### src/rtl/jtag_uart_ctrl_pkg.sv
// Shared types and register map for the jtag_uart Avalon-MM master.
package jtag_uart_ctrl_pkg;
  typedef enum logic [1:0] {IDLE, CTL_RD, DAT_WR, DAT_RD} state_t;

  localparam logic ADDR_DATA  = 1'b0;
  localparam logic ADDR_CTRL  = 1'b1;
  localparam int   RVALID_BIT = 15;
  localparam int   WSPACE_MSB = 31;
  localparam int   WSPACE_LSB = 16;
endpackage

### src/rtl/jtag_uart_ctrl_rr_arb2.sv
// Two-way round-robin arbiter; rr_ptr remembers the last committed winner.
module rr_arb2 (
  input  logic       clk_clk,
  input  logic       reset_reset,
  input  logic [1:0] req,
  input  logic       take,
  output logic       any,
  output logic       winner
);
  logic rr_ptr;

  assign any = |req;

  always_comb begin
    winner = 1'b0;
    case (req)
      2'b10:   winner = 1'b1;
      2'b11:   winner = ~rr_ptr;
      default: winner = 1'b0;
    endcase
  end

  always_ff @(posedge clk_clk) begin
    if (reset_reset)  rr_ptr <= 1'b0;
    else if (take)    rr_ptr <= winner;
  end
endmodule

### src/rtl/jtag_uart_ctrl.sv
// Avalon-MM master for jtag_uart: credit-gated two-stream TX into DATA, periodic RX polling.
module jtag_uart_ctrl #(
  parameter int POLL_INTERVAL = 256,
  parameter int CREDIT_W      = 16
) (
  input  logic        clk_clk,
  input  logic        reset_reset,
  input  logic [7:0]  tx0_data,
  input  logic        tx0_valid,
  output logic        tx0_ready,
  input  logic [7:0]  tx1_data,
  input  logic        tx1_valid,
  output logic        tx1_ready,
  output logic [7:0]  rx_data,
  output logic        rx_valid,
  input  logic        rx_ready,
  output logic        avm_chipselect,
  output logic        avm_address,
  output logic        avm_read_n,
  input  logic [31:0] avm_readdata,
  output logic        avm_write_n,
  output logic [31:0] avm_writedata,
  input  logic        avm_waitrequest
);
  import jtag_uart_ctrl_pkg::*;

  localparam int PW = (POLL_INTERVAL > 1) ? $clog2(POLL_INTERVAL) : 1;
  localparam logic [PW-1:0] POLL_LAST = PW'(POLL_INTERVAL - 1);
  localparam logic [31:0] CRED_MAX =
    (CREDIT_W >= 32) ? 32'hFFFF_FFFF : ((32'd1 << CREDIT_W) - 32'd1);

  state_t              state, state_nx;
  logic [CREDIT_W-1:0] credit, wspace_sat;
  logic [PW-1:0]       poll_cnt;
  logic [31:0]         wspace;
  logic [1:0]          req;
  logic                any_req, winner, take, poll_due, wr_who;
  logic                unused_rd;

  // A requester whose ready is pulsing this cycle still shows its old byte; mask it.
  assign req      = {tx1_valid & ~tx1_ready, tx0_valid & ~tx0_ready};
  assign poll_due = (poll_cnt == POLL_LAST) & ~rx_valid;
  assign take     = (state == IDLE) & ~poll_due & any_req & (credit != '0);

  assign wspace     = 32'(avm_readdata[WSPACE_MSB:WSPACE_LSB]);
  assign wspace_sat = (wspace > CRED_MAX) ? CRED_MAX[CREDIT_W-1:0] : wspace[CREDIT_W-1:0];
  assign unused_rd  = ^avm_readdata[14:8];

  rr_arb2 u_arb (
    .clk_clk    (clk_clk),
    .reset_reset(reset_reset),
    .req        (req),
    .take       (take),
    .any        (any_req),
    .winner     (winner)
  );

  always_comb begin
    state_nx = state;
    case (state)
      IDLE: begin
        if (poll_due)     state_nx = DAT_RD;
        else if (any_req) state_nx = (credit != '0) ? DAT_WR : CTL_RD;
      end
      default: if (!avm_waitrequest) state_nx = IDLE;
    endcase
  end

  always_ff @(posedge clk_clk) begin
    if (reset_reset) begin
      state          <= IDLE;
      credit         <= '0;
      poll_cnt       <= '0;
      wr_who         <= 1'b0;
      tx0_ready      <= 1'b0;
      tx1_ready      <= 1'b0;
      rx_valid       <= 1'b0;
      rx_data        <= 8'h00;
      avm_chipselect <= 1'b0;
      avm_address    <= ADDR_DATA;
      avm_read_n     <= 1'b1;
      avm_write_n    <= 1'b1;
      avm_writedata  <= 32'h0;
    end else begin
      state     <= state_nx;
      tx0_ready <= 1'b0;
      tx1_ready <= 1'b0;
      if (rx_valid && rx_ready) rx_valid <= 1'b0;
      case (state)
        IDLE: begin
          if (poll_due)                  poll_cnt <= '0;
          else if (poll_cnt != POLL_LAST) poll_cnt <= poll_cnt + PW'(1);
          case (state_nx)
            DAT_RD: begin
              avm_chipselect <= 1'b1;
              avm_address    <= ADDR_DATA;
              avm_read_n     <= 1'b0;
            end
            CTL_RD: begin
              avm_chipselect <= 1'b1;
              avm_address    <= ADDR_CTRL;
              avm_read_n     <= 1'b0;
            end
            DAT_WR: begin
              // writedata doubles as the latched byte for the whole command
              avm_chipselect <= 1'b1;
              avm_address    <= ADDR_DATA;
              avm_write_n    <= 1'b0;
              avm_writedata  <= {24'h0, winner ? tx1_data : tx0_data};
              wr_who         <= winner;
            end
            default: ;
          endcase
        end
        default: begin
          if (!avm_waitrequest) begin
            avm_chipselect <= 1'b0;
            avm_read_n     <= 1'b1;
            avm_write_n    <= 1'b1;
            case (state)
              CTL_RD: credit <= wspace_sat;
              DAT_WR: begin
                credit    <= credit - CREDIT_W'(1);
                tx0_ready <= ~wr_who;
                tx1_ready <= wr_who;
              end
              DAT_RD: if (avm_readdata[RVALID_BIT]) begin
                rx_data  <= avm_readdata[7:0];
                rx_valid <= 1'b1;
              end
              default: ;
            endcase
          end
        end
      endcase
    end
  end
endmodule

### config.mk
export PLATFORM = sky130hd
export DESIGN_NAME = jtag_uart_ctrl
export DESIGN_NICKNAME = d
export VERILOG_FILES = /design/src/rtl/jtag_uart_ctrl_pkg.sv /design/src/rtl/jtag_uart_ctrl_rr_arb2.sv /design/src/rtl/jtag_uart_ctrl.sv
export SDC_FILE = /design/constraint.sdc
export NUM_CORES = 1
export LEC_CHECK = 0
export CAP_MARGIN = 10
export CORE_MARGIN = 1.5
export CORE_UTILIZATION = 40
export DETAILED_ROUTE_END_ITERATION = 8
export GPL_TIMING_DRIVEN = 0
export PLACE_DENSITY = 0.75
export RECOVER_POWER = 100
export SETUP_SLACK_MARGIN = 0.3
export SYNTH_ARGS = -nofsm -noshare
export SYNTH_HDL_FRONTEND = slang
export SYNTH_HIERARCHICAL = 1
export SYNTH_SLANG_ARGS = --single-unit
### constraint.sdc
create_clock -name clk_clk -period 2.1 [get_ports clk_clk]
set_input_delay 0.525 -clock clk_clk [delete_from_list [all_inputs] [get_ports clk_clk]]
set_output_delay 0.525 -clock clk_clk [all_outputs]
set_load 0.01 [all_outputs]
==> out/results.txt, run 1 <==
CP Capture Type = register
Num ports = 101
Synth top area share = 0.353
Highest clock rate = 0.508 GHz
Cells after DPL = 526
Req. time, crit path = 2.36 ns
Filler cell count = 643
Primary FF master, synth = dfxtp_1
Buf/Inv on CP = 0
FFs w/ async S/R, synth = 0
Syn Inst Count = 338
Die area = 0.00775 mm²
Area grow syn2layout = 45.8%
Adder-Cell Fraction of Synth Area = 0.0259
Number of global-route vias before repair = 2706
Vias = 2964
Worst setup SP type = register
Final period util = 0.938
Simple-gate portion of the synthesized area = 0.247
Max incr delay on CP = 0.55 ns
Finished Core Util = 0.611
Most frequent cells in the layout = dfxtp_1, clkdlybuf4s50_1, buf_4
Drt drc = 0
Leading area contributor after synthesis = dfxtp_1
CP top delay family = simple AND/OR/NAND/NOR gates
Post-synthesis mux area share = 0.0277
Tmin final = 1.97 ns
Initial Util = 0.419
Mapped Area = 0.00289 mm²
First-pass DRT Iterations = 5
Setup_tns = 0 ns
Setup Skew = 0.00857 ns
Crit-path max FO = 5
Die Ht = 88.1 µm
Number of synthesized flops with an enable pin = 0
Clock Tree Buf Depth = 2
Final ANT Viol Nets = 0
Area contributors post-synth = dfxtp_1, buf_4, a21oi_1
Lkg Pwr = 1.70 nW
Initial antenna violation count = 0
Worst min-delay path class = reg2reg
Non-filler cells, final = 550
Core Footprint = 0.00691 mm²
Worst Path Arrival = 2.23 ns
Diodes inserted = 0
Max-cap violations = 0
Global-route wire length before repair = 12700 µm
CP max-delay cell = nor4b_2
YS warnings = 6
Synth Area in XOR/XNOR = 0.0121
Cell chain of the critical path = ha_4 -> nand4_4 -> nor4b_2 -> nor2_1 -> and3_1 -> nor3b_2 -> a31o_1
Clock-pin slew on the worst setup and hold paths = 0.09 ns
H-tree depth = 2
Routability Congestion = 0.852
Clock Latency Late Sink = 0.31 ns
Commonest non-fill, non-tap cell in the layout = dfxtp_1
Clock root buffer = clkbuf_8
Hold WS = 0.452 ns
Routed WL = 8150 µm
Global Route Usage Sum = 0.205
DP HPWL = 5590 µm
Status = complete, no violations
Clk sink count = 51
Final nets = 513
Number of synthesized register bits = 51
Max-slew violations = 0
Count of port buffers added during placement = 69
WS Path Type = reg2reg
Syn Area/Cell = 8.56 µm²
Std-Cell Rows = 30
Share of layout cells above drive strength 1 = 0.209
Maximum vdd ir drop = 0.000684 V
Final setup fails = 0
Largest family of logic cells by synthesized area = simple AND/OR/NAND/NOR gates
Worst slew pin tran = 0.598 ns
Slew HR = 0.601
DIE WIDTH = 88.1 µm
Initial DRC Count = 139
CTS tree = yes
Inserted Clock Buffers = 5
Power per cell area = 1190 mW/mm²
Largest net degree at the start of global routing = 15
Post-DR vias/cell = 5.39
Netlist cell types = 65
RSZ-0062 raised after global routing = true
Post-synthesis compound-gate area fraction = 0.229
Total grt overflow = 0
DR WL/cell = 14.8 µm
Final hold vios = 0
Seq/Total Area, Yosys = 0.353
power by group:
group | switching (mW) | total, mW | internal [mW]
Clock | 0.327 | 0.562 | 0.235
Combinational | 1.54 | 3.01 | 1.47
Sequential | 0.250 | 1.47 | 1.22
cell type report:
| cell class | count | area [µm²] | share of cell area |
|---|---|---|---|
| buffer | 38 | 278 | 0.0658 |
| timing repair buffer | 85 | 813 | 0.193 |
| inverter | 15 | 56.3 | 0.0133 |
| clock inverter | 1 | 5.00 | 0.00119 |
| tap | 96 | 120 | 0.0285 |
| multi-input combinational | 257 | 1830 | 0.434 |
| clock buffer | 7 | 76.3 | 0.0181 |
| sequential | 51 | 1040 | 0.246 |
per-layer routing:
metal / global-route usage / share of wire / vias to the layer above
met3: 0.0415 / 0.061 / 28
met1: 0.264 / 0.42 / 1380
met4: 0.0881 / 0.029 / 0
li1: - / - / 1436
met2: 0.332 / 0.49 / 120
met5: 0 / 0 / -
worst paths after layout:
check                                 start      endpoint  slack (ns)  cells after the start
worst max-delay path            poll_cnt[1]  u_arb/rr_ptr        0.13                      7
worst min-delay path             rx_data[6]    rx_data[6]        0.45                      2
worst max register to register  poll_cnt[1]  u_arb/rr_ptr        0.13                      7
worst min register to register   rx_data[6]    rx_data[6]        0.45                      2
worst register-to-register path: stages, from the launching register on:
cell,delay [ns]
dfxtp_1,0.41
ha_4,0.20
nand4_4,0.13
nor4b_2,0.55
nor2_1,0.14
and3_1,0.23
nor3b_2,0.17
a31o_1,0.11
sequential cells by signal, summed over array words and instances, names as in the netlist:
signal	flops
state	2
poll_cnt	8
avm_chipselect	1
avm_write_n	1
tx1_ready	1
tx0_ready	1
avm_address	1
avm_read_n	1
credit	16
wr_who	1
rx_valid	1
avm_writedata	8
rx_data	8
u_arb/rr_ptr	1
cell usage after synthesis (2+ instances only):
cell,instances
nand2b_1,4
o32ai_1,3
nand3b_1,2
buf_1,3
a41oi_1,2
o31ai_1,3
a21oi_1,24
inv_1,15
clkbuf_1,8
o21a_1,4
nor4b_1,2
or4_1,2
a211oi_1,12
nand2_1,28
nor2b_1,11
a311oi_1,3
o211ai_1,3
xor2_1,2
buf_4,24
dfxtp_1,51
xnor2_1,2
nand3_1,8
and3_1,7
buf_2,2
o22ai_1,2
nor4_1,4
a31oi_1,14
nor3b_1,5
nand4_1,6
ha_1,6
nor2_1,17
o21ai_0,16
mux2i_1,8
and4_1,3
nor4_2,2
repair_timing:
action | 4_1_cts | 5_1_grt
pin swaps | 11 | 15
hold buffers | 0 | 0
gates cloned | 1 | 0
buffers inserted | 5 | 10
resized for setup | 41 | 43
endpoints found under the setup margin | 46 | 35
stage by stage:
step	instance area, µm²	setup slack (ns)	power [mW]
2_1_floorplan	3020	0.339	3.14
3_3_place_gp	3830	-0.289	3.78
3_5_place_dp	3830	-0.342	3.86
4_1_cts	4090	0.292	4.74
5_1_grt	4220	0.107	5.36
6_report	4220	0.130	5.04
kinds of logic after synthesis:
group | count (synthesis)
other | 1
muxes | 8
xor gates and xnor gates | 4
and+or+nand+nor | 116
DFF | 51
AOI/OAI and AO/OA | 99
adders and majority gates | 6
buffers and inverters | 53
Note: power is estimated with default switching activity, not from simulation.
==> inputs of run 2 (changes only) <==
--- a/config.mk
+++ b/config.mk
@@ -6,7 +6,7 @@
 export NUM_CORES = 1
 export LEC_CHECK = 0
 export CAP_MARGIN = 10
-export CORE_MARGIN = 1.5
+export CORE_MARGIN = 3
 export CORE_UTILIZATION = 40
 export DETAILED_ROUTE_END_ITERATION = 8
 export GPL_TIMING_DRIVEN = 0
==> out/results.txt, run 2 (synthesized netlist as in run 1, its figures left out) <==
Slew HR = 0.601
Setup_tns = 0 ns
Clock root buffer = clkbuf_8
Share of layout cells above drive strength 1 = 0.224
Highest clock rate = 0.528 GHz
Max-cap violations = 0
Met1 Wirelength = 3570 µm
Vias = 2965
Largest net degree at the start of global routing = 17
WS Path Type = reg2reg
Filler cell count = 609
Clk sink count = 51
Count of port buffers added during placement = 69
Routed WL = 8280 µm
DR WL/cell = 14.9 µm
Final ANT Viol Nets = 0
Met2 WL = 4080 µm
Top reg by flops = credit
Number of global-route vias before repair = 2745
Worst min-delay path class = reg2reg
Req. time, crit path = 2.28 ns
Initial Util = 0.419
Std-Cell Rows = 30
Power per cell area = 1230 mW/mm²
Status = complete, no violations
Die area = 0.00829 mm²
Diodes inserted = 0
Final instance area = 0.00428 mm²
DP HPWL = 5760 µm
Most frequent cells in the layout = dfxtp_1, clkdlybuf4s50_1, buf_4
Max-slew violations = 0
Highest routing layer actually used = met4
Lkg Pwr = 1.73 nW
Global-route wire length before repair = 13100 µm
Tmin final = 1.90 ns
Worst Path Arrival = 2.08 ns
Final setup fails = 0
Clock-pin slew on the worst setup and hold paths = 0.10 ns
H-tree depth = 2
DIE WIDTH = 91.1 µm
Worst slew pin tran = 0.593 ns
Clock Tree Buf Depth = 2
Commonest non-fill, non-tap cell in the layout = dfxtp_1
Initial antenna violation count = 0
Final hold vios = 0
Area grow syn2layout = 47.8%
Post-DR vias/cell = 5.34
Crit-path max FO = 10
Drt drc = 0
Core Footprint = 0.00691 mm²
CTS tree = yes
Final nets = 518
Inserted Clock Buffers = 5
DR WL met3 = 460 µm
Clock Latency Late Sink = 0.31 ns
Num ports = 101
Worst setup SP type = register
Final period util = 0.903
DP Area = 0.00383 mm²
CP Capture Type = register
First-pass DRT Iterations = 6
Total grt overflow = 0
Maximum vdd ir drop = 0.000769 V
Die Ht = 91.1 µm
RSZ-0062 raised after global routing = true
Setup Skew = 0.00721 ns
Initial DRC Count = 222
Global Route Usage Sum = 0.189
Routability Congestion = 0.887
Max reg flops = 16
run 2: cell count changes in the layout (fill, tap and decap cells not counted), moves of 2 or more:
cell,change
buf_4,+2
nand3_1,-2
a211oi_2,-2
nand3_2,+2
clkbuf_2,+3
a211oi_1,+2
run 2: worst paths after layout:
kind	cells after the start	from	slack, ns	endpoint
worst min-delay path	2	avm_chipselect	0.45	avm_chipselect
worst max-delay path	6	poll_cnt[0]	0.20	avm_writedata[1]
worst min register to register	2	avm_chipselect	0.45	avm_chipselect
worst max register to register	6	poll_cnt[0]	0.20	avm_writedata[1]
run 2: per-layer routing:
layer,global-route usage,up-vias
met4,0.0653,0
met5,0,-
met1,0.245,1395
met2,0.311,107
met3,0.0389,19
li1,-,1444
run 2: worst max-delay path, stage by stage (launching register included):
cell and delay, ns:
dfxtp_1 0.43, ha_4 0.20, nand4_4 0.13, or4b_1 0.57, buf_6 0.19, a31oi_1 0.17
a211oi_1 0.07
run 2: area by class of cell:
type | instances | area (µm²) | area share
multi-input combinational | 257 | 1850 | 0.432
sequential | 51 | 1040 | 0.243
timing repair buffer | 90 | 846 | 0.198
buffer | 38 | 256 | 0.0600
tap | 96 | 120 | 0.0281
clock buffer | 5 | 68.8 | 0.0161
inverter | 15 | 56.3 | 0.0132
clock inverter | 3 | 43.8 | 0.0102
run 2: repair_timing:
item                                    CTS  global route
cloned                                    1             0
pin swaps                                14            14
setup buffers                            11             9
endpoints found under the setup margin   45            35
gates resized for setup                  39            28
hold buffers                              0             0
endpoints found under the hold margin     0             0
run 2: report_power, final:
part	leakage [nW]	total [mW]	switching [mW]	internal [mW]
sequential	0.421	1.47	0.261	1.21
combinational	1.25	3.09	1.57	1.52
clock	0.0581	0.703	0.348	0.355
run 2: metrics by stage:
stage / std cells / total power [mW] / hold slack (ns) / utilization / worst slack [ns]
finish: 555 / 5.26 / 0.447 / 0.619 / 0.204
global route: 555 / 5.60 / 0.481 / 0.619 / 0.120
CTS: 546 / 4.93 / 0.455 / 0.604 / 0.179
detailed placement: 526 / 3.86 / 0.440 / 0.555 / -0.345
global placement: 526 / 3.77 / 0.439 / 0.555 / -0.302
floorplan: 361 / 3.14 / 0.412 / - / 0.339
==> inputs of run 3 (changes only) <==
--- a/config.mk
+++ b/config.mk
@@ -6,7 +6,7 @@
 export NUM_CORES = 1
 export LEC_CHECK = 0
 export CAP_MARGIN = 10
-export CORE_MARGIN = 3
+export CORE_MARGIN = 1.5
 export CORE_UTILIZATION = 40
 export DETAILED_ROUTE_END_ITERATION = 8
 export GPL_TIMING_DRIVEN = 0
==> results of run 3 <==
Same layout as run 1: the final DEF is identical, and so are final timing and power.
